### config.mk
export PLATFORM = sky130hd
export DESIGN_NAME = mb_read_sched
export DESIGN_NICKNAME = d
export VERILOG_FILES = /design/src/rtl/yuv_pkg.sv /design/src/rtl/mb_skid_fifo.sv /design/src/rtl/mb_read_sched.sv
export SDC_FILE = /design/constraint.sdc
export NUM_CORES = 1
export LEC_CHECK = 0
export BUFFER_PORTS_ARGS = -buffer_cell sky130_fd_sc_hd__buf_2
export CAP_MARGIN = 20
export CELL_PAD_IN_SITES_DETAIL_PLACEMENT = 2
export CELL_PAD_IN_SITES_GLOBAL_PLACEMENT = 2
export CORE_UTILIZATION = 37
export CTS_BUF_LIST = sky130_fd_sc_hd__clkbuf_8
export DETAILED_ROUTE_END_ITERATION = 10
export HOLD_SLACK_MARGIN = 0.03
export PLACE_DENSITY = 0.82
export SLEW_MARGIN = 10
export SYNTH_ARGS = -nofsm -noshare
export SYNTH_HDL_FRONTEND = slang
export SYNTH_HIERARCHICAL = 1
export SYNTH_SLANG_ARGS = --single-unit
export TNS_END_PERCENT = 1
### constraint.sdc
create_clock -name clk -period 3.6 [get_ports clk]
set_clock_uncertainty 0.05 [all_clocks]
set_input_delay 0.54 -clock clk [delete_from_list [all_inputs] [get_ports clk]]
set_output_delay 0.54 -clock clk [all_outputs]
set_load 0.1 [all_outputs]
### src/rtl/yuv_pkg.sv
// Shared constants and scheduler state encoding for the YUV macroblock-row read path.
package yuv_pkg;

  localparam int MB_COLS    = 80;
  localparam int Y_WORDS    = 64;
  localparam int UV_WORDS   = 32;
  localparam int MB_WORDS   = Y_WORDS + UV_WORDS;
  localparam int DATA_WIDTH = 32;

  typedef enum logic [2:0] {
    ST_IDLE,
    ST_WAIT_ENC,
    ST_READ,
    ST_DRAIN,
    ST_WAIT_DONE,
    ST_ROW_END
  } sched_state_e;

endpackage

### src/rtl/mb_skid_fifo.sv
// Two-entry skid FIFO between the buffer read port and the encoder word interface.
module mb_skid_fifo #(
  parameter int WIDTH = 34
) (
  input  logic             clk,
  input  logic             rst_n,
  input  logic             push_i,
  input  logic             pop_i,
  input  logic [WIDTH-1:0] din_i,
  output logic [WIDTH-1:0] dout_o,
  output logic [1:0]       count_o,
  output logic             full_o,
  output logic             empty_o
);

  logic [WIDTH-1:0] mem_q [2];
  logic             wr_ptr_q;
  logic             rd_ptr_q;
  logic [1:0]       count_q;
  logic             do_push;
  logic             do_pop;

  assign empty_o = (count_q == 2'd0);
  assign full_o  = (count_q == 2'd2);
  assign count_o = count_q;
  assign do_pop  = pop_i & ~empty_o;
  // A full FIFO still accepts a word when the head leaves in the same cycle.
  assign do_push = push_i & (~full_o | do_pop);

  // NOTE: sequential state uses non-blocking assignments so every register
  // samples pre-edge values regardless of block evaluation order.
  always_ff @(posedge clk) begin
    if (!rst_n) begin
      wr_ptr_q <= 1'b0;
      rd_ptr_q <= 1'b0;
      count_q  <= 2'd0;
    end else begin
      if (do_push) wr_ptr_q <= ~wr_ptr_q;
      if (do_pop)  rd_ptr_q <= ~rd_ptr_q;
      count_q <= count_q + 2'(do_push) - 2'(do_pop);
    end
  end

  // NOTE: storage is deliberately not reset; occupancy is tracked by the
  // reset pointers/count and the head is masked while empty.
  always_ff @(posedge clk) begin
    if (do_push) mem_q[wr_ptr_q] <= din_i;
  end

  assign dout_o = empty_o ? '0 : mem_q[rd_ptr_q];

endmodule

### src/rtl/mb_read_sched.sv
// Walks a stored macroblock row, issuing Y then UV word reads per macroblock and
// forwarding returned words to the encoder through a 2-entry skid buffer.
module mb_read_sched #(
  parameter int MB_COLS      = 80,
  parameter int Y_WORDS      = 64,
  parameter int UV_WORDS     = 32,
  parameter int ADDR_WIDTH   = 7,
  parameter int MB_CNT_WIDTH = 7,
  parameter int DATA_WIDTH   = 32
) (
  input  logic                    clk,
  input  logic                    rst_n,
  input  logic                    buf_valid_i,
  output logic                    rd_ready_o,
  output logic [ADDR_WIDTH-1:0]   rd_addr_o,
  input  logic                    rd_data_valid_i,
  input  logic [DATA_WIDTH-1:0]   rd_data_i,
  input  logic                    enc_ready_i,
  output logic                    mb_start_o,
  output logic [MB_CNT_WIDTH-1:0] mb_x_o,
  output logic                    pix_valid_o,
  input  logic                    pix_ready_i,
  output logic [DATA_WIDTH-1:0]   pix_data_o,
  output logic                    pix_uv_o,
  output logic                    pix_last_o,
  input  logic                    enc_done_i,
  output logic                    row_done_o,
  output logic                    busy_o,
  output logic                    err_o
);

  import yuv_pkg::*;

  localparam int SKID_W = DATA_WIDTH + 2;
  localparam logic [ADDR_WIDTH-1:0]   LAST_IDX = ADDR_WIDTH'(Y_WORDS + UV_WORDS - 1);
  localparam logic [ADDR_WIDTH-1:0]   FIRST_UV = ADDR_WIDTH'(Y_WORDS);
  localparam logic [MB_CNT_WIDTH-1:0] LAST_MB  = MB_CNT_WIDTH'(MB_COLS - 1);

  sched_state_e            state_q, state_d;
  logic [ADDR_WIDTH-1:0]   idx_q, idx_d;
  logic [MB_CNT_WIDTH-1:0] mb_x_q, mb_x_d;
  logic                    inflight_q, inflight_d;
  logic [1:0]              tag_q, tag_d;
  logic                    last_acc_q, last_acc_d;
  logic                    row_done_q, row_done_d;
  logic                    err_q, err_d;

  logic [1:0]        skid_count;
  logic              skid_full;
  logic              skid_empty;
  logic [SKID_W-1:0] skid_head;
  logic              issue;
  logic              push;
  logic              pop;
  logic              spurious;
  logic              overflow;
  logic              mb_start;

  // Returned data is only accepted when a read is outstanding; stray beats are dropped and flagged.
  assign push     = rd_data_valid_i & inflight_q;
  assign spurious = rd_data_valid_i & ~inflight_q;
  assign pop      = ~skid_empty & pix_ready_i;
  assign overflow = push & skid_full & ~pop;
  assign issue    = (state_q == ST_READ) &&
                    (({1'b0, skid_count} + {2'b00, inflight_q}) < 3'd2);

  mb_skid_fifo #(
    .WIDTH (SKID_W)
  ) u_skid (
    .clk     (clk),
    .rst_n   (rst_n),
    .push_i  (push),
    .pop_i   (pop),
    .din_i   ({tag_q, rd_data_i}),
    .dout_o  (skid_head),
    .count_o (skid_count),
    .full_o  (skid_full),
    .empty_o (skid_empty)
  );

  // NOTE: every always_comb target gets a default first so no path infers a latch.
  always_comb begin
    state_d    = state_q;
    idx_d      = idx_q;
    mb_x_d     = mb_x_q;
    inflight_d = inflight_q;
    tag_d      = tag_q;
    last_acc_d = last_acc_q;
    row_done_d = 1'b0;
    err_d      = err_q | spurious | overflow;
    mb_start   = 1'b0;

    // The uv/last tag is captured at issue and rides with the returning word.
    if (issue) begin
      inflight_d = 1'b1;
      tag_d      = {idx_q == LAST_IDX, idx_q >= FIRST_UV};
    end else if (rd_data_valid_i) begin
      inflight_d = 1'b0;
    end
    if (pop && skid_head[SKID_W-1]) last_acc_d = 1'b1;

    case (state_q)
      ST_IDLE: begin
        if (buf_valid_i) state_d = ST_WAIT_ENC;
      end
      ST_WAIT_ENC: begin
        if (enc_ready_i) begin
          mb_start   = 1'b1;
          idx_d      = '0;
          last_acc_d = 1'b0;
          state_d    = ST_READ;
        end
      end
      ST_READ: begin
        if (issue) begin
          if (idx_q == LAST_IDX) state_d = ST_DRAIN;
          else                   idx_d   = idx_q + 1'b1;
        end
      end
      ST_DRAIN: begin
        if (!inflight_q && skid_empty && last_acc_q) state_d = ST_WAIT_DONE;
      end
      ST_WAIT_DONE: begin
        if (enc_done_i) begin
          if (mb_x_q == LAST_MB) begin
            mb_x_d     = '0;
            row_done_d = 1'b1;
            state_d    = ST_ROW_END;
          end else begin
            mb_x_d  = mb_x_q + 1'b1;
            state_d = ST_WAIT_ENC;
          end
        end
      end
      ST_ROW_END: begin
        if (!buf_valid_i) state_d = ST_IDLE;
      end
      default: state_d = ST_IDLE;
    endcase
  end

  always_ff @(posedge clk) begin
    if (!rst_n) begin
      state_q    <= ST_IDLE;
      idx_q      <= '0;
      mb_x_q     <= '0;
      inflight_q <= 1'b0;
      tag_q      <= 2'b00;
      last_acc_q <= 1'b0;
      row_done_q <= 1'b0;
      err_q      <= 1'b0;
    end else begin
      state_q    <= state_d;
      idx_q      <= idx_d;
      mb_x_q     <= mb_x_d;
      inflight_q <= inflight_d;
      tag_q      <= tag_d;
      last_acc_q <= last_acc_d;
      row_done_q <= row_done_d;
      err_q      <= err_d;
    end
  end

  assign rd_ready_o  = issue;
  assign rd_addr_o   = issue ? idx_q : '0;
  assign mb_start_o  = mb_start;
  assign mb_x_o      = mb_x_q;
  assign pix_valid_o = ~skid_empty;
  assign {pix_last_o, pix_uv_o, pix_data_o} = skid_head;
  assign row_done_o  = row_done_q;
  assign busy_o      = (state_q != ST_IDLE);
  assign err_o       = err_q;

endmodule

==> results by group <==
Outcome
  • Status: finished, final reports clean

Setup path
  • WS Path Type: reg -> out
  • Reg2reg setup slack: 0.99 ns
  • Type of origin of the critical path: flop
  • Crit path capture type: primary output
  • Critical Path Fanout Max: 20
  • Critical Path RT: 3.01 ns
  • WP data arrival: between 2 and 2.5 ns

Timing
  • Tmin final: about 2.8 ns
  • RSZ-0062 raised after global routing: false
  • Max Fclk: 356 MHz
  • Worst-Margin Slew: 0.903 ns
  • Rel. slew slack: about 40%
  • Fin crit share: about four fifths
  • Post-route setup slack: between 0.7 and 0.8 ns
  • Final Max Slew Viols: 0
  • Setup violators final: 0
  • Setup_tns: 0 ns
  • Final hold violation count: 0

Synth
  • Sequential cell area fraction in the yosys report: 63.2%
  • Top FF cell, synth: edfxtp_1
  • Compound-cell area share of the yosys netlist: under 10%
  • Mux share of post-synthesis cell area: between 8 and 9%
  • Post-synth ARST share: 0%
  • XOR/XNOR Fraction of Synth Area: around 1.3%
  • Synth Net Count: 363
  • Ys Warns: 6
  • Adder-Cell Fraction of Synth Area: around 1.2%
  • Seq cells post-synth: 96
  • Post-Syn Instances: 320
  • Synth cell types: 58
  • Dominant cells by area after synthesis: edfxtp_1 (50%), dfxtp_1 (14%), mux2i_1 (9.0%)
  • Number of flops mapped to enable cells by yosys: 68
  • Syn Area/Cell: 12.9 sq um
  • Largest family of logic cells by synthesized area: simple AND/OR/NAND/NOR gates
  • Post-Synth Simple-Gate Area: 15.5%
  • Synth top area share: 49.6%
  • Synth Cell Area: 0.00412 sq mm
  • Largest area contributor in the netlist: edfxtp_1

Power
  • Leak: 1.86 nW
  • Peak VDD IR: 0.422 mV
  • Pwr per Cell Area: around 490 mW/mm^2

Route
  • Total Wirelength: 10700 um
  • Starting DRT DRC Count: 68
  • Routed Antenna Nets: 0
  • DR vias: 2857
  • Vias per inst: 5.12
  • Avg WL per Cell: 19.1 um
  • Drt first pass iters: 4
  • Post-route DRC: 0

Clock network
  • Clk root buf: clkbuf_8
  • Clock sink total: 96
  • Num CTS Buffers: 9
  • TritonCTS clock tree: yes
  • Post-CTS Setup Repair Bufs: 0
  • Register clock-pin slew on the reported worst setup and hold paths: 0.09 ns
  • Cts hold-fix bufs: 0
  • CTS resizes: 0
  • Clk buf depth: 2
  • Worst skew pair latency: 0.36 ns
  • # H-tree levels: 3

Floorplan
  • Row Count: 38
  • Die Y: 108 um
  • IO Count: 93
  • Die Wd: 108 um
  • Total core area: 0.0108 sq mm
  • Initial core utilization: 38.0%
  • Die ar.: 0.0116 sq mm

Place
  • Routability cong.: roughly 0.7
  • Worst Setup Slack post-DPL: between 0.9 and 1 ns
  • PortBufs: 92
  • DP Area: 0.00470 sq mm
  • Post-DP HPWL: 7640 um

GRT
  • First-pass GRT wire length: about 17000 um
  • Met3 usage: 5.15%
  • Grt met2 use: a little over a third
  • Gr usage total: 19.7%
  • GRT Max-Usage Layer: met2
  • GR Layer Usage met1: 23.5%
  • Initial antenna violation count: 0
  • Grt ovf: 0
  • Vias in the first global route: 3072
  • Largest net degree at the start of global routing: 38

Hold path
  • Worst Hold Class: in -> reg

Finish
  • Synth-to-layout area growth: 18.7%
  • Layout cells sized above 1: 29.9%
  • Fillers: 1083
  • Diode count: 0
  • Nets: 456
  • Final instance area: 0.00489 sq mm

Flow run
  • # Max-Cap Violations: 0
==> final timing paths <==
| check | start | to | depth (start not counted) |
|---|---|---|---|
| setup / recovery | flop | pix_data_o[12] | 4 |
| hold / removal | rd_data_i[26] | u_skid/mem_q[1][26]$_DFFE_PP_ | 1 |
| setup reg to reg | u_skid/count_o[1]$_SDFF_PN0_ | u_skid/mem_q[1][22]$_DFFE_PP_ | 5 |
| hold reg to reg | tag_q[0]$_SDFFE_PN0P_ | u_skid/mem_q[1][32]$_DFFE_PP_ | 0 |
==> flip-flops by register name, indices dropped and copies added, names as in the netlist, named ones only <==
name and count:
mb_x_o 7, inflight_q 1, row_done_o 1, idx_q 7, u_skid/count_o 2, err_o 1
u_skid/rd_ptr_q 1, u_skid/wr_ptr_q 1, state_q 3, tag_q 2, u_skid/mem_q 68, last_acc_q 1
==> cell type report <==
type / instances / area (sq um) / area share, %
clock buffer: 9 / 124 / 2.53
clock inverter: 7 / 67.6 / 1.38
inverter: 11 / 41.3 / 0.844
multi-input combinational: 200 / 1400 / 28.5
sequential: 96 / 2600 / 53.2
tap: 140 / 175 / 3.58
timing repair buffer: 95 / 483 / 9.88
==> Yosys cell counts, types with 4 or more instances <==
cell type  number
edfxtp_1       68
nor2_1         50
mux2i_1        37
dfxtp_1        28
nand2_1        12
inv_1          10
a21oi_1         9
and3_1          8
and2_1          5
buf_2           4
buf_4           4
ha_1            4
nand3_1         4
nor2b_1         4
nor3_1          4
o21ai_0         4
==> kinds of logic (layout without fill, tap and decap cells) <==
family                   after synthesis  after routing
flip-flops                            96             96
XOR/XNOR                               6              6
buffers and inverters                 24            122
multiplexers                          37             37
AND/OR/NAND/NOR                      118            118
adder cells (fa/ha/maj)                4              4
AO/OA/AOI/OAI                         35             35
==> stage by stage <==
stage	std cells	util [%]	hold WS (ns)	total power, mW
floorplan	320	-	0.375	1.61
global placement	542	43.3	0.389	1.68
detailed placement	542	43.3	0.426	1.70
CTS	558	45.1	0.291	2.41
global route	558	45.1	0.289	2.47
finish	558	45.1	0.313	2.37
==> critical path, cell delays in order, from the launching register on <==
cell	delay, ns
dfxtp_2	0.75
buf_4	0.39
mux2i_1	0.13
nor2_1	0.12
buf_2	0.44
==> metal layers <==
layer	wire length, um	up-vias
li1	-	1346
met1	4520	1418
met2	5500	83
met3	553	10
met4	106	0
met5	0	-
==> power breakdown <==
part	switching (mW)	internal [mW]	leakage, nW
Combinational	0.331	0.0926	0.926
Sequential	0.0370	1.21	0.840
Clock	0.379	0.320	0.0951
==> layout by cell type, fill, tap and decap left out, types with 4 or more instances in the layout <==
cell type,instances
a21oi_1,9
and2_1,5
and3_1,8
buf_2,92
clkbuf_8,9
dfxtp_1,27
edfxtp_1,68
ha_1,4
inv_1,10
mux2i_1,37
nand2_1,12
nand3_1,4
nor2_1,48
nor2b_1,4
nor3_1,4
o21ai_0,4
Note: power is estimated with default switching activity, not from simulation.
